===== config.mk =====
export PLATFORM = sky130hd
export DESIGN_NAME = multi_user_auth
export DESIGN_NICKNAME = d
export VERILOG_FILES = /design/src/rtl/multi_user_auth_pkg.sv /design/src/rtl/auth_digit_collector.sv /design/src/rtl/multi_user_auth.sv
export SDC_FILE = /design/constraint.sdc
export NUM_CORES = 1
export LEC_CHECK = 0
export ABC_AREA = 0
export CAP_MARGIN = 20
export CORE_ASPECT_RATIO = 0.7
export CORE_MARGIN = 2
export CORE_UTILIZATION = 53
export CTS_CLUSTER_SIZE = 12
export DETAILED_ROUTE_END_ITERATION = 7
export PLACE_DENSITY = 0.77
export SLEW_MARGIN = 20
export SYNTH_ARGS = -nofsm -noshare
export SYNTH_HDL_FRONTEND = slang
export SYNTH_SLANG_ARGS = --single-unit

===== constraint.sdc =====
create_clock -name clk -period 2.9 [get_ports clk]
set_clock_uncertainty 0.1 [all_clocks]
set_input_delay 0.58 -clock clk [delete_from_list [all_inputs] [get_ports clk]]
set_output_delay 0.58 -clock clk [all_outputs]
set_load 0.05 [all_outputs]

===== src/rtl/multi_user_auth_pkg.sv =====
// ---------------------------------------------------------------------------
// multi_user_auth_pkg
// Shared types and constants for the multi-user login front-end:
//   - auth_state_t   : login state machine states
//   - NUM_USERS      : number of registered users
//   - MAX_ATTEMPTS   : consecutive password failures before falling back to
//                      ID entry (only used with MULTI_USER_AUTH_ATTEMPT_LIMIT_EN)
//   - NO_USER        : Internal_ID value while nobody is logged in
//   - USER_ID_TABLE / USER_PW_TABLE : 4-digit BCD IDs and passwords
//   - lookup_user()  : maps a BCD ID to its table index
// ---------------------------------------------------------------------------
package multi_user_auth_pkg;

  typedef enum logic [2:0] {
    ID_ENTRY,
    ID_CHECK,
    PW_ENTRY,
    PW_CHECK,
    LOGGED_IN
  } auth_state_t;

  localparam int NUM_USERS    = 4;
  localparam int MAX_ATTEMPTS = 3;

  localparam logic [4:0] NO_USER = 5'h1F;

  localparam logic [15:0] USER_ID_TABLE [NUM_USERS] = '{
    16'h4456, 16'h3699, 16'h1234, 16'h9876
  };

  localparam logic [15:0] USER_PW_TABLE [NUM_USERS] = '{
    16'h2468, 16'h1357, 16'h0000, 16'h5432
  };

  typedef struct packed {
    logic       found;
    logic [1:0] idx;
  } user_lookup_t;

  // Registered IDs are unique, so the scan order only matters for style.
  function automatic user_lookup_t lookup_user(input logic [15:0] id);
    user_lookup_t result;
    result = '0;
    for (int i = NUM_USERS - 1; i >= 0; i--) begin
      if (id == USER_ID_TABLE[i]) begin
        result.found = 1'b1;
        result.idx   = 2'(i);
      end
    end
    return result;
  endfunction

endpackage


===== src/rtl/auth_digit_collector.sv =====
// ---------------------------------------------------------------------------
// auth_digit_collector
// Collects 4 BCD digits from the keypad, one per rising edge of game_enter,
// most-significant digit first.
// Ports:
//   clk, rst     : clock, asynchronous active-high reset
//   game_enter   : keypad strobe (level; rising edge enters a digit)
//   user_digit   : BCD digit sampled with the strobe
//   enable       : digits are accepted only while high
//   clear        : empties the shift register and poison flag
//   digits       : collected 4-digit BCD value
//   invalid      : a non-BCD digit (>9) was entered into the current entry
//   done         : combinational; high in the cycle the 4th digit is taken
// ---------------------------------------------------------------------------
module auth_digit_collector (
  input  logic        clk,
  input  logic        rst,
  input  logic        game_enter,
  input  logic [3:0]  user_digit,
  input  logic        enable,
  input  logic        clear,
  output logic [15:0] digits,
  output logic        invalid,
  output logic        done
);

  logic        enter_prev;
  logic [1:0]  digit_cnt;
  logic [15:0] shift_reg;
  logic        invalid_q;
  logic        take;

  // The previous strobe value is tracked even while disabled, so an edge
  // that arrives during a check is consumed rather than replayed later.
  assign take    = game_enter & ~enter_prev & enable;
  assign done    = take & (digit_cnt == 2'd3);
  assign digits  = shift_reg;
  assign invalid = invalid_q;

  // The digit counter wraps to 0 on the 4th digit; the shift register and
  // poison flag stay intact until the FSM has evaluated them and clears.
  always_ff @(posedge clk or posedge rst) begin
    if (rst) begin
      enter_prev <= 1'b0;
      digit_cnt  <= 2'd0;
      shift_reg  <= 16'h0000;
      invalid_q  <= 1'b0;
    end else begin
      enter_prev <= game_enter;
      if (clear) begin
        digit_cnt <= 2'd0;
        shift_reg <= 16'h0000;
        invalid_q <= 1'b0;
      end else if (take) begin
        digit_cnt <= digit_cnt + 2'd1;
        shift_reg <= {shift_reg[11:0], user_digit};
        if (user_digit > 4'd9) begin
          invalid_q <= 1'b1;
        end
      end
    end
  end

endmodule


===== src/rtl/multi_user_auth.sv =====
// ---------------------------------------------------------------------------
// multi_user_auth
// Login front-end: a 4-digit user ID followed by a 4-digit password, checked
// against the user table in multi_user_auth_pkg.
// Ports:
//   clk, rst     : clock, asynchronous active-high reset
//   Game_Enter   : keypad digit strobe (rising-edge detected)
//   User_digit   : BCD digit
//   GCLogOut     : logout request from the game controller
//   LogIn        : high while a user is logged in
//   LogOut       : one-cycle pulse when a session ends
//   Internal_ID  : logged-in user's table index, NO_USER otherwise
// Configuration macro:
//   MULTI_USER_AUTH_ATTEMPT_LIMIT_EN : when defined, 3 consecutive password
//   failures return to ID entry; otherwise the user may retry forever.
// ---------------------------------------------------------------------------
module multi_user_auth
  import multi_user_auth_pkg::*;
(
  input  logic       clk,
  input  logic       rst,
  input  logic       Game_Enter,
  input  logic [3:0] User_digit,
  input  logic       GCLogOut,
  output logic       LogIn,
  output logic       LogOut,
  output logic [4:0] Internal_ID
);

  auth_state_t  state, next_state;
  logic [1:0]   user_idx, next_user_idx;
  logic         logout_q, next_logout;
  logic         collect_en, collect_clr;
  logic [15:0]  digits;
  logic         invalid;
  logic         done;
  user_lookup_t lookup;

`ifdef MULTI_USER_AUTH_ATTEMPT_LIMIT_EN
  logic [1:0]   attempts, next_attempts;
`endif

  auth_digit_collector u_collector (
    .clk        (clk),
    .rst        (rst),
    .game_enter (Game_Enter),
    .user_digit (User_digit),
    .enable     (collect_en),
    .clear      (collect_clr),
    .digits     (digits),
    .invalid    (invalid),
    .done       (done)
  );

  assign lookup = lookup_user(digits);

  always_ff @(posedge clk or posedge rst) begin
    if (rst) begin
      state    <= ID_ENTRY;
      user_idx <= 2'd0;
      logout_q <= 1'b0;
    end else begin
      state    <= next_state;
      user_idx <= next_user_idx;
      logout_q <= next_logout;
    end
  end

`ifdef MULTI_USER_AUTH_ATTEMPT_LIMIT_EN
  always_ff @(posedge clk or posedge rst) begin
    if (rst) begin
      attempts <= 2'd0;
    end else begin
      attempts <= next_attempts;
    end
  end
`endif

  // Both check states clear the collector: whether the entry matched or
  // not, the next phase starts from an empty, unpoisoned register.
  always_comb begin
    next_state    = state;
    next_user_idx = user_idx;
    next_logout   = 1'b0;
    collect_en    = 1'b0;
    collect_clr   = 1'b0;
`ifdef MULTI_USER_AUTH_ATTEMPT_LIMIT_EN
    next_attempts = attempts;
`endif
    case (state)
      ID_ENTRY: begin
        collect_en = 1'b1;
        if (done) begin
          next_state = ID_CHECK;
        end
      end
      ID_CHECK: begin
        collect_clr = 1'b1;
        if (lookup.found && !invalid) begin
          next_state    = PW_ENTRY;
          next_user_idx = lookup.idx;
`ifdef MULTI_USER_AUTH_ATTEMPT_LIMIT_EN
          next_attempts = 2'd0;
`endif
        end else begin
          next_state = ID_ENTRY;
        end
      end
      PW_ENTRY: begin
        collect_en = 1'b1;
        if (done) begin
          next_state = PW_CHECK;
        end
      end
      PW_CHECK: begin
        collect_clr = 1'b1;
        if (!invalid && (digits == USER_PW_TABLE[user_idx])) begin
          next_state = LOGGED_IN;
        end else begin
`ifdef MULTI_USER_AUTH_ATTEMPT_LIMIT_EN
          if ((attempts + 2'd1) == 2'(MAX_ATTEMPTS)) begin
            next_attempts = 2'd0;
            next_state    = ID_ENTRY;
          end else begin
            next_attempts = attempts + 2'd1;
            next_state    = PW_ENTRY;
          end
`else
          next_state = PW_ENTRY;
`endif
        end
      end
      LOGGED_IN: begin
        // Leaving LOGGED_IN on the first sampled request guarantees a single
        // pulse even if GCLogOut is held high.
        if (GCLogOut) begin
          next_logout = 1'b1;
          next_state  = ID_ENTRY;
        end
      end
      default: begin
        next_state = ID_ENTRY;
      end
    endcase
  end

  assign LogIn       = (state == LOGGED_IN);
  assign LogOut      = logout_q;
  assign Internal_ID = LogIn ? {3'b000, user_idx} : NO_USER;

endmodule


# After elaboration in Yosys (flattened, before gate mapping)
# Cells that the tools add are included.
dict set report classes {
  n_eq_ne 13
  muxes 25
  div_mod_pow 0
  n_reduce_logical 11
  n_addsub 1
  n_shift 0
  order_cmp 2
  n_mul 0
  bitwise 5
}
# op n
set ops {}
lappend ops {{two-way mux 16 bit} 4}
lappend ops {{binary-select mux 16 bit (select 2 bit)} 1}
lappend ops {{two-way mux 3 bit} 8}
lappend ops {{== test 16 x 13 -> 1 bit (second input constant)} 1}
lappend ops {{== test 16 x 14 -> 1 bit (second input constant)} 1}
lappend ops {{== test 16 x 15 -> 1 bit (second input constant)} 1}
lappend ops {{== test 16 bit} 1}
lappend ops {{== test 16 bit (second input constant)} 1}
lappend ops {{one-hot mux 3 bit (5 select lines)} 1}
lappend ops {{two-way mux 1 bit} 7}
lappend ops {{== test 3 x 2 -> 1 bit (second input constant)} 2}
lappend ops {{two-way mux 2 bit} 3}
lappend ops {{!= test 2 bit (second input constant)} 3}
lappend ops {{two-way mux 5 bit} 1}
lappend ops {{> comparator 4 bit (second input constant)} 1}
lappend ops {{AND reduction 2 bit} 2}
lappend ops {{nonzero test 2 bit} 2}
lappend ops {{OR reduction 2 bit} 2}
lappend ops {{bitwise AND 1 bit} 3}
lappend ops {{== test 3 x 1 -> 1 bit (second input constant)} 1}
lappend ops {{== test 3 bit (second input constant)} 1}
lappend ops {{>= comparator 3 bit (second input constant)} 1}
lappend ops {{logical NOT 3 bit} 1}
lappend ops {{NOT 2 -> 3 bit} 1}
lappend ops {{6 further kinds} 7}
dict set report totals {
  elab_cells 64
  latchBits 0
  out_inout_bits 7
  ramBits 0
  mem_count 0
  mem_bits_ro 0
  register_bits 26
}

# Depth between registers and ports, before layout
dict set report depth {
  depth_word 8
  mapped_depth 7
}

# Modules after synthesis
# Synthesis repeated with hierarchy kept, for this count alone.
dict set report hier_totals {
  hier_cells 141
  area_unflattened_um2 1505.2
}
# mod cells_each area_each_um2 seq_area_each_um2 instances
set modules_own_cells {}
lappend modules_own_cells {auth_digit_collector 74 928.4 500.5 1}
lappend modules_own_cells {multi_user_auth 67 576.8 150.1 1}

# Worst setup path after synthesis
# Ideal clock, no wire load.
dict set report synth_path {
  path_type {register to output}
  from {register state[0]}
  to {output Internal_ID[0]}
  slack_ns 0.328
  t_required_ns 2.220
  path_stages_with_launch 4
  n_path_buf 0
  t_arrival_ns 1.892
  path_cell_list {dfrtp_1 -> or3b_2 -> inv_1 -> nand2_1}
}
dict set report synth_via {
  elab_chain_len 2
}
# item line
set synth_rtl {}
lappend synth_rtl {{from (decl)} multi_user_auth.sv:30} ;# auth_state_t state, next_state;
lappend synth_rtl {{from (signal assigned)} multi_user_auth.sv:63} ;# state <= next_state;
lappend synth_rtl {{== test 3 bit} multi_user_auth.sv:147} ;# assign LogIn = (state == LOGGED_IN);
lappend synth_rtl {{named net LogIn} multi_user_auth.sv:25} ;# output logic LogIn,
lappend synth_rtl {{two-way mux 5 bit} multi_user_auth.sv:149} ;# assign Internal_ID = LogIn ? {3'b000, user_idx} : NO_USER;
lappend synth_rtl {{to (decl)} multi_user_auth.sv:27} ;# output logic [4:0] Internal_ID
# The timed path passes the listed nets, and every way through them passes these cells.

# Worst setup path after layout
dict set report layout_path {
  from {register state[2]}
  to {output Internal_ID[4]}
}
dict set report layout_via {
  elab_chain_len 2
}
# item line
set layout_rtl {}
lappend layout_rtl {{== test 3 bit} multi_user_auth.sv:147}
lappend layout_rtl {{two-way mux 5 bit} multi_user_auth.sv:149}
# Every way passes these cells.

==> results.md <==
* Vias/cell at 5.79
* Power Density at 686 nW/um^2
* Clock slew at reported path FFs at 0.09 ns
* Critical Path Source: state[2]$_DFFE_PP0P_
* Worst hold stages at 2
* Vias in the first global route at 1117
* Initial core utilization at 0.569
* DP HPWL at 2.19 mm
* Finished Layout Cells at 205
* Critical path class: reg2out
* DRT iter0 DRCs at 72
* Setup TNS at 0 ns
* Cell Area, Synth at 1420 sq um
* Total Nets Final at 184
* Clk_lat worst skew at 0.27 ns
* Worst-margin pin slew at 0.741 ns
* DRC Markers at 0
* Mapped Cells at 158
* Clock share of power at 0.264
* IO Pins at 15
* Synth warnings at 0
* CTS HTree Levels at 1
* Yosys top cell by area: dfrtp_1
* Area contributors post-synth: dfrtp_1 46%, nand2_1 11%, nand3_1 4.2%, a21oi_1 3.5%, ha_1 3.5%
* Setup bufs post-CTS at 0
* Total Wirelength at 3.12 mm
* R2R depth at 5
* Pre-antenna DRT Iters at 4
* Top FF cell, synth: dfrtp_1
* Remaining Overflow, GRT at 0
* Leakage power at 0.724 nW
* Routed wire per std cell at 15.2 um
* Core region area at 2500 sq um
* Commonest non-fill, non-tap cells in the layout: 41 x nand2_1, 26 x dfrtp_1, 12 x nand3_1
* Die Wd at 65.9 um
* Met3 WL post-DR at 242 um
* Fmax at 376 MHz
* Vias post-DR at 1187
* Met2 routed WL at 1.46 mm
* Combinational group share of total power at 0.218
* Antenna Cells at 0
* First-pass GRT wire length at 5.04 mm
* Share of cells above drive strength 1 at 0.0760
* Max-Cap Viols at 0
* Syn Area/Cell at 8.99 sq um
* EDFF count, synth at 0
* WHS at 0.448 ns
* Synth cell types at 39
* Post-CTS Hold Fix Bufs at 0
* Number of I/O port buffers at 14
* TritonCTS clock tree: yes
* Hold Path Class: reg2reg
* Hold Crit Start: u_collector.digit_cnt[1]$_DFFE_PP0P_
* Detail Route Antenna Nets at 0
* Final-report hold violation count at 0
* Sequential share of power at 0.518
* Chip height at 47.3 um
* Pins Over Slew Limit at 0
* Pin count of the biggest net entering global routing at 27
* P&R area growth vs syn at 16.6%
* Max_slew headroom at 0.505
* Clock buffer depth at 2
* Die footprint at 3120 sq um
* Sequential area share after synthesis at 0.458
* Post-CTS sizing at 0
* Top-area cell type share of the netlist area at 0.458
* R2r startpoint: u_collector.digits[3]$_DFFE_PP0P_
* CP endpoint kind: output port
* Initial antenna violation count at 0
* Top routing layer in use: met4
* CP Max Fanout at 6
* Gr usage total at 0.216
* Cts bufs inserted at 3
* Crit start category: flip-flop
* Status: completed
* Maximum VDD drop at 0.395 mV
* Net Sw Frac at 0.336
* # rows at 15
* Commonest non-fill, non-tap cell in the layout: nand2_1
* CTS Sinks at 26
* NetSw at 0.381 mW
* Root Buffer: clkbuf_8
* M1 WL at 1.41 mm
* RSZ-0062 raised after global routing: false
* Design Power at 1.14 mW
* Tcrit/Tclk final at 0.917
* Synthesized Nets at 170
* Placed insts at 201
* Synth Register Bits at 26
* Final GP Congestion at 0.891
* Tmin final at 2.66 ns
* # setup viols final at 0
* Cell-internal power at 0.754 mW
* Crit path arrival time at 1.98 ns
* Async S/R FF share, synth at 1.00
* CP required at 2.22 ns
## metrics by stage
| stage | util | worst slack [ns] | instance area (sq um) |
|---|---|---|---|
| 2_1_floorplan | - | 0.328 | 1420 |
| 3_3_place_gp | 0.633 | 0.419 | 1580 |
| 3_5_place_dp | 0.633 | 0.391 | 1580 |
| 4_1_cts | 0.661 | 0.0740 | 1650 |
| 5_1_grt | 0.663 | 0.170 | 1660 |
| 6_report | 0.663 | 0.240 | 1660 |
## Yosys cell counts, types with 3 or more instances
master / count
nand2b_1: 3
inv_1: 4
nand3_1: 12
nor3_1: 3
a21oi_1: 10
ha_1: 4
and2_1: 3
nand4b_1: 3
nand4_1: 4
nor2_1: 7
o21ai_0: 3
clkbuf_1: 3
nand2_1: 41
dfrtp_1: 26
## layout make-up
type,count,area (sq um)
fillers,192,841
multi-input cells,121,718
flip-flops and latches,26,651
repair buffers,16,158
well taps,34,42.5
clock buffers,3,41.3
clock inverters,1,30.0
inverters,4,15.0
## power by group through the flow
stage,Clock (mW),Combinational (mW),Sequential [mW]
detailed placement,0,0.246,0.588
finish,0.300,0.247,0.588
CTS,0.302,0.249,0.581
global placement,0,0.231,0.584
global route,0.323,0.280,0.599
floorplan,0,0.197,0.544
## layer usage
metal / vias up / track usage
met3: 4 / 0.0528
li1: 576 / -
met1: 565 / 0.280
met4: 0 / 0.0458
met2: 42 / 0.378
met5: - / 0
## critical path: stages, from the launching register on
cell and delay (ns):
dfrtp_1 0.46, or3b_2 0.52, clkdlybuf4s50_1 0.73
## logic make-up (layout without fill, tap and decap cells)
logic type,after synthesis,in the layout,synth area share
AO/OA/AOI/OAI,20,20,0.0846
adder cells (fa/ha/maj),4,4,0.0352
flip-flops,26,26,0.458
AND/OR/NAND/NOR,94,94,0.367
buffers and inverters,11,24,0.0361
XOR/XNOR,3,3,0.0185
## sequential cells by signal, summed over array words and instances (netlist names)
register / cells
LogOut: 1
user_idx: 2
u_collector.invalid: 1
u_collector.digits: 16
u_collector.digit_cnt: 2
state: 3
u_collector.enter_prev: 1
## path summary, 6_finish.rpt
| check | slack, ns | end |
|---|---|---|
| setup / recovery | 0.24 | Internal_ID[4] |
| hold / removal | 0.45 | u_collector.digit_cnt[1]$_DFFE_PP0P_ |
| setup reg to reg | 0.85 | user_idx[0]$_DFFE_PP0P_ |
| hold reg to reg | 0.45 | u_collector.digit_cnt[1]$_DFFE_PP0P_ |
| max in group asynchronous | 1.90 | u_collector.digits[4]$_DFFE_PP0P_ |
| min in group asynchronous | 0.56 | u_collector.digits[15]$_DFFE_PP0P_ |
No activity file was read; power rests on OpenSTA's default activity.
